[config.mk]
export PLATFORM = sky130hd
export DESIGN_NAME = sprite_motion_controller
export DESIGN_NICKNAME = d
export VERILOG_FILES = /design/src/rtl/sprite_ctrl_pkg.sv /design/src/rtl/axis_stepper.sv /design/src/rtl/sprite_motion_controller.sv
export SDC_FILE = /design/constraint.sdc
export NUM_CORES = 1
export LEC_CHECK = 0
export BUFFER_PORTS_ARGS = -buffer_cell sky130_fd_sc_hd__buf_4
export CORE_UTILIZATION = 50
export CTS_BUF_LIST = sky130_fd_sc_hd__clkbuf_4 sky130_fd_sc_hd__clkbuf_8 sky130_fd_sc_hd__clkbuf_16
export DETAILED_ROUTE_END_ITERATION = 6
export PLACE_DENSITY = 0.76
export RECOVER_POWER = 50
export SYNTH_ARGS = -nofsm -noshare
export SYNTH_HDL_FRONTEND = slang
export SYNTH_SLANG_ARGS = --single-unit
export TNS_END_PERCENT = 1
[constraint.sdc]
create_clock -name pixel_clk_in -period 13.45 [get_ports pixel_clk_in]
set_clock_uncertainty 0.2 [all_clocks]
set_input_delay 3.3625 -clock pixel_clk_in [delete_from_list [all_inputs] [get_ports pixel_clk_in]]
set_output_delay 3.3625 -clock pixel_clk_in [all_outputs]
set_load 0.01 [all_outputs]
[src/rtl/sprite_ctrl_pkg.sv]
// Shared types and default geometry for the sprite motion controller.
package sprite_ctrl_pkg;

  localparam int X_W   = 11;
  localparam int Y_W   = 10;
  localparam int CNT_W = 16;

  localparam int DEF_SCREEN_W = 1280;
  localparam int DEF_SCREEN_H = 720;
  localparam int DEF_SPRITE_W = 256;
  localparam int DEF_SPRITE_H = 256;

  typedef enum logic [1:0] {
    ST_IDLE     = 2'd0,
    ST_TRACK    = 2'd1,
    ST_POP      = 2'd2,
    ST_COOLDOWN = 2'd3
  } state_t;

endpackage

[src/rtl/axis_stepper.sv]
// One-axis clamp of a requested origin and bounded per-frame step toward the target.
module axis_stepper #(
  parameter int W    = 11,
  parameter int STEP = 8,
  parameter int MAX  = 1024
) (
  input  logic [W-1:0] i_raw,
  input  logic [W-1:0] i_cur,
  input  logic [W-1:0] i_tgt,
  output logic [W-1:0] o_clamped,
  output logic [W-1:0] o_next
);

  localparam int DW = W + 1;
  localparam logic [W-1:0]         LP_MAX  = W'(MAX);
  localparam logic [W-1:0]         LP_STEP = W'(STEP);
  localparam logic signed [DW-1:0] LP_STEP_S = DW'(STEP);

  function automatic logic [W-1:0] sat_max(input logic [W-1:0] v);
    return (v > LP_MAX) ? LP_MAX : v;
  endfunction

  logic signed [DW-1:0] w_diff;
  logic signed [DW-1:0] w_mag;

  // Both endpoints lie inside [0, MAX], so a full STEP never overshoots the range.
  always_comb begin
    w_diff = $signed({1'b0, i_tgt}) - $signed({1'b0, i_cur});
    w_mag  = w_diff[DW-1] ? -w_diff : w_diff;
    if (w_mag <= LP_STEP_S)
      o_next = i_tgt;
    else if (w_diff[DW-1])
      o_next = i_cur - LP_STEP;
    else
      o_next = i_cur + LP_STEP;
  end

  assign o_clamped = sat_max(i_raw);

endmodule

[src/rtl/sprite_motion_controller.sv]
// Sprite motion sequencer: targets and pop requests are latched during the frame,
// while position, pop animation and cooldown advance only on the vertical-blank tick.
module sprite_motion_controller
  import sprite_ctrl_pkg::*;
#(
  parameter int SCREEN_W        = DEF_SCREEN_W,
  parameter int SCREEN_H        = DEF_SCREEN_H,
  parameter int SPRITE_W        = DEF_SPRITE_W,
  parameter int SPRITE_H        = DEF_SPRITE_H,
  parameter int STEP            = 8,
  parameter int POP_FRAMES      = 15,
  parameter int COOLDOWN_FRAMES = 30,
  parameter int HOME_X          = 512,
  parameter int HOME_Y          = 232
) (
  input  logic           pixel_clk_in,
  input  logic           rst_in,
  input  logic [X_W-1:0] hcount_in,
  input  logic [Y_W-1:0] vcount_in,
  input  logic           enable_in,
  input  logic           target_valid_in,
  input  logic [X_W-1:0] target_x_in,
  input  logic [Y_W-1:0] target_y_in,
  input  logic           pop_req_in,
  output logic [X_W-1:0] x_out,
  output logic [Y_W-1:0] y_out,
  output logic           pop_out,
  output logic [1:0]     state_out,
  output logic           frame_tick_out
);

  localparam logic [Y_W-1:0]   LP_VMATCH    = Y_W'(SCREEN_H);
  localparam logic [X_W-1:0]   LP_HOME_X    = X_W'(HOME_X);
  localparam logic [Y_W-1:0]   LP_HOME_Y    = Y_W'(HOME_Y);
  localparam logic [CNT_W-1:0] LP_POP_LOAD  = CNT_W'(POP_FRAMES - 1);
  localparam logic [CNT_W-1:0] LP_COOL_LOAD = CNT_W'(COOLDOWN_FRAMES - 1);

  state_t           r_state;
  logic [X_W-1:0]   r_x;
  logic [Y_W-1:0]   r_y;
  logic [X_W-1:0]   r_tgt_x;
  logic [Y_W-1:0]   r_tgt_y;
  logic             r_tgt_pend;
  logic             r_pop_pend;
  logic             r_pop;
  logic             r_tick;
  logic [CNT_W-1:0] r_cnt;

  logic             w_match;
  logic             w_off_tgt;
  logic [X_W-1:0]   w_x_clamped;
  logic [X_W-1:0]   w_x_next;
  logic [Y_W-1:0]   w_y_clamped;
  logic [Y_W-1:0]   w_y_next;

  assign w_match   = (hcount_in == '0) && (vcount_in == LP_VMATCH);
  assign w_off_tgt = (r_x != r_tgt_x) || (r_y != r_tgt_y);

  axis_stepper #(
    .W    (X_W),
    .STEP (STEP),
    .MAX  (SCREEN_W - SPRITE_W)
  ) u_axis_x (
    .i_raw     (target_x_in),
    .i_cur     (r_x),
    .i_tgt     (r_tgt_x),
    .o_clamped (w_x_clamped),
    .o_next    (w_x_next)
  );

  axis_stepper #(
    .W    (Y_W),
    .STEP (STEP),
    .MAX  (SCREEN_H - SPRITE_H)
  ) u_axis_y (
    .i_raw     (target_y_in),
    .i_cur     (r_y),
    .i_tgt     (r_tgt_y),
    .o_clamped (w_y_clamped),
    .o_next    (w_y_next)
  );

  // The tick decision uses the pending bits as they stood before this edge, so a
  // strobe coinciding with the match is carried over to the following frame.
  always_ff @(posedge pixel_clk_in or negedge rst_in) begin
    if (!rst_in) begin
      r_state    <= ST_IDLE;
      r_x        <= LP_HOME_X;
      r_y        <= LP_HOME_Y;
      r_tgt_x    <= LP_HOME_X;
      r_tgt_y    <= LP_HOME_Y;
      r_tgt_pend <= 1'b0;
      r_pop_pend <= 1'b0;
      r_pop      <= 1'b0;
      r_tick     <= 1'b0;
      r_cnt      <= '0;
    end else begin
      r_tick <= w_match;

      if (pop_req_in && ((r_state == ST_IDLE) || (r_state == ST_TRACK)))
        r_pop_pend <= 1'b1;

      if (w_match) begin
        if (!enable_in) begin
          r_state    <= ST_IDLE;
          r_tgt_pend <= 1'b0;
          r_pop_pend <= 1'b0;
          r_pop      <= 1'b0;
        end else begin
          case (r_state)
            ST_IDLE, ST_TRACK: begin
              if (r_pop_pend) begin
                r_state    <= ST_POP;
                r_pop      <= 1'b1;
                r_pop_pend <= 1'b0;
                r_cnt      <= LP_POP_LOAD;
              end else if (r_state == ST_IDLE) begin
                if (r_tgt_pend) begin
                  r_tgt_pend <= 1'b0;
                  if (w_off_tgt)
                    r_state <= ST_TRACK;
                end
              end else begin
                r_x        <= w_x_next;
                r_y        <= w_y_next;
                r_tgt_pend <= 1'b0;
                if ((w_x_next == r_tgt_x) && (w_y_next == r_tgt_y) && !r_tgt_pend)
                  r_state <= ST_IDLE;
              end
            end
            ST_POP: begin
              if (r_cnt == '0) begin
                r_state <= ST_COOLDOWN;
                r_pop   <= 1'b0;
                r_cnt   <= LP_COOL_LOAD;
              end else begin
                r_cnt <= r_cnt - 1'b1;
              end
            end
            ST_COOLDOWN: begin
              if (r_cnt == '0) begin
                r_tgt_pend <= 1'b0;
                r_state    <= w_off_tgt ? ST_TRACK : ST_IDLE;
              end else begin
                r_cnt <= r_cnt - 1'b1;
              end
            end
          endcase
        end
      end

      if (target_valid_in) begin
        r_tgt_x    <= w_x_clamped;
        r_tgt_y    <= w_y_clamped;
        r_tgt_pend <= 1'b1;
      end
    end
  end

  assign x_out          = r_x;
  assign y_out          = r_y;
  assign pop_out        = r_pop;
  assign state_out      = r_state;
  assign frame_tick_out = r_tick;

endmodule

==> flow_summary.ini <==
[run_status]
status = finished, violations left
violations = max-capacitance violations, max-slew violations

[logic_synthesis]
synth_compound_area_share_pct = 23.7
synth_top_family_by_area = compound AO/OA/AOI/OAI gates
synth_cell_types = 83
synthFlopType = dfrtp_1
ys_warn_count = 0
synth_edf_count = 0
synthAdderAreaFrac_pct = 9.26
synth_nets = 758
synth_xor_area_share_pct = 8.76
synthSimpleGateAreaFrac_pct = 20.7
syn_avg_cell_area_um2 = 8.33
synth_area_um2 = 5600
synth_cells = 672
synth_mux_area_share_pct = 2.62
ys_async_sr_fraction_pct = 100
synth_seq_cells = 64
seq_area_frac_synth_pct = 28.8

[cts]
cts_buffer_depth = 2
cts_buffers = 9
clkLatencyLatePin_ns = 0.36
cts_tree = done
cts_setup_buffers = 0
cts_max_level = 3
clock-sinks = 64
cts_resized = 0
cts_root_buffer = clkbuf_8
holdBufCountCts = 0
path_clk_slew_ns = 0.08

[die]
dieArea_um2 = 11600
core_area_um2 = 10900
io_pins = 72
row_count = 38
initial_core_util_pct = 51.4
die_h_um = 108
die_w_um = 108

[sta]
tightest_slew_ns = 3.43
hold_viol = 0
slew_headroom_pct = -128
rsz0062_at_grt = no
finalCriticalPeriod_ns = 6.29
fin_crit_sh_pct = 46.8
finalSetupViolCount = 0
setup_slack_ns = 7.16
slew_violations = 102
max_freq_ghz = 0.159
finalSetupTns_ns = 0

[worst_setup_path]
rrSetupSlack_ns = 8.37
crit_end = r_tgt_x[2]
slowest_stage = clkbuf_1
cp_num_cells = 1
crit_arrival_ns = 5.78
slowest_delay_ns = 2.37
crit_family = buffers and inverters
crit_path_end_kind = async pin
crit_buf_inv = 1
reg2reg_depth = 17
critical_path.startpoint = rst_in
critical_path_required_ns = 12.94
rr_endpoint = state_out[0]
r2r_start = x_out[3]
path_cells = clkbuf_1
cp_max_fo = 64
path_class = primary input to async pin
worstSetupStartpointType = primary input

[placement]
dp_cells = 858
dpl.hpwl_um = 10900
io_buffers = 71
dp_slack_ns = 6.81
gp_congestion = 0.890

[drt]
routed_wl_um = 14500
wl_met3_um = 624
ant_nets = 0
via_per_inst = 6.03
top_layer = met4
first_iter_violations = 378
m1WireLength_um = 6570
vias = 5274
avgRoutedWirePerCell_um = 16.6
drc = 0
route.met2.wl_um = 7110
drt-pass1-iter-count = 5

[global_routing]
grt_use_total_pct = 25.9
grt_max_degree = 65
grt_first_pass_wirelength_um = 23600
grt_pass1_vias = 4943
antenna_found_initial = 0
grt-ovfl-total = 0

[layout]
antennaDiodeCount = 0
nets = 815
drive_gt1_share_pct = 17.2
syn_to_final_growth_pct = 15.4
final_cells = 874

[power]
irDropWorstVdd_mv = 0.0431
cellLeakagePower_nw = 2.85
power.density_nw_per_um2 = 78.7

[flow_run]
drv_cap = 2

[min_path]
hp-class = flip-flop to flip-flop
## power breakdown
part           switching [mW]  internal, mW
Combinational          0.0522        0.0393
Sequential            0.00641         0.198
Clock                  0.0825         0.129
## synth_stat cells, types with 4 or more instances
library cell / instances / area share [%]
ha_1: 35 / 7.8
or2_2: 7 / 0.78
a31oi_1: 6 / 0.67
clkbuf_1: 21 / 1.4
or3_1: 9 / 1.0
nand4_1: 5 / 0.56
o21ai_0: 41 / 3.7
and3_1: 6 / 0.67
xnor2_1: 37 / 5.8
mux2i_1: 9 / 1.6
o32ai_1: 6 / 0.94
and2_1: 5 / 0.56
inv_1: 57 / 3.8
nor2b_1: 9 / 1.0
nor4_1: 13 / 1.5
fa_1: 4 / 1.4
a211oi_1: 8 / 1.1
dfstp_2: 10 / 4.7
o2111ai_1: 4 / 0.63
o21a_1: 5 / 0.67
dfrtp_1: 54 / 24
nand3b_1: 7 / 0.94
or4_1: 6 / 0.80
nor3_1: 13 / 1.2
buf_2: 6 / 0.54
nand3_1: 19 / 1.7
a21o_1: 11 / 1.5
xor2_1: 19 / 3.0
nor2_1: 54 / 3.6
o211ai_1: 5 / 0.67
a21oi_1: 51 / 4.6
a22oi_1: 5 / 0.67
nand2_1: 37 / 2.5
nand2b_1: 8 / 0.89
o21bai_1: 5 / 0.67
## routing by layer
metal  global-route usage, %  vias to the layer above
met5                       0                        -
met4                    6.85                        0
met3                    3.63                       23
met2                    44.7                      134
met1                    33.9                     2550
li1                        -                     2567
## placed cells by master, fill, tap and decap left out, types with 6 or more instances in the layout
cell       n
dfrtp_1   54
o21ai_0   41
nand3b_1   7
a211oi_1   8
nand3_1   19
a21oi_1   51
nor4_1    13
xnor2_1   37
nor3_1    13
nand2b_1   8
dfstp_2   10
mux2i_1    9
nor2_1    54
buf_4     73
clkbuf_8  10
or3_1      9
nor2b_1    9
a21o_1    11
inv_1     57
nand2_1   37
o32ai_1    6
and3_1     6
a31oi_1    6
or2_2      7
xor2_1    19
or4_1      6
ha_1      35
## per-stage QoR
| step | hold slack (ns) | instance area, um2 | util, % | power, mW |
|---|---|---|---|---|
| detailed placement | 0.308 | 6210 | 57.0 | 0.298 |
| global route | 0.340 | 6460 | 59.3 | 0.529 |
| CTS | 0.327 | 6460 | 59.4 | 0.509 |
| global placement | 0.309 | 6210 | 57.0 | 0.295 |
| finish | 0.329 | 6460 | 59.3 | 0.508 |
| floorplan | 0.264 | 5600 | - | 0.268 |
## kinds of logic (layout without fill, tap and decap cells)
family                   count (synthesis)  in the layout
AO/OA/AOI/OAI                          195            195
XOR/XNOR                                56             56
adder cells (fa/ha/maj)                 39             39
buffers and inverters                   88            150
flip-flops                              64             64
multiplexers                            14             14
AND/OR/NAND/NOR                        216            216
## layout make-up
class	count	area, um2
multi-input combinational	520	3640
inverter	59	221
fill	933	4430
sequential	64	1610
clock inverter	6	115
timing repair buffer	75	556
tap	140	175
clock buffer	10	138
## flip-flops by register name, summed over array words and instances, names as in the netlist
name / flops
r_cnt: 16
r_tgt_x: 11
x_out: 11
r_tgt_y: 10
y_out: 10
state_out: 2
frame_tick_out: 1
pop_out: 1
r_pop_pend: 1
r_tgt_pend: 1
## worst min-delay path by stage
stage / from / end / slack (ns) / cells after the start
3_3_place_gp: r_tgt_y[3] / r_tgt_y[3] / 0.31 / 2
6_report: r_cnt[1] / r_cnt[1] / 0.33 / 1
2_1_floorplan: r_cnt[1] / r_cnt[1] / 0.26 / 1
5_1_grt: r_cnt[1] / r_cnt[1] / 0.34 / 1
4_1_cts: r_cnt[1] / r_cnt[1] / 0.33 / 1
3_5_place_dp: r_cnt[1] / r_cnt[1] / 0.31 / 1
(Power assumes the default switching activity.)
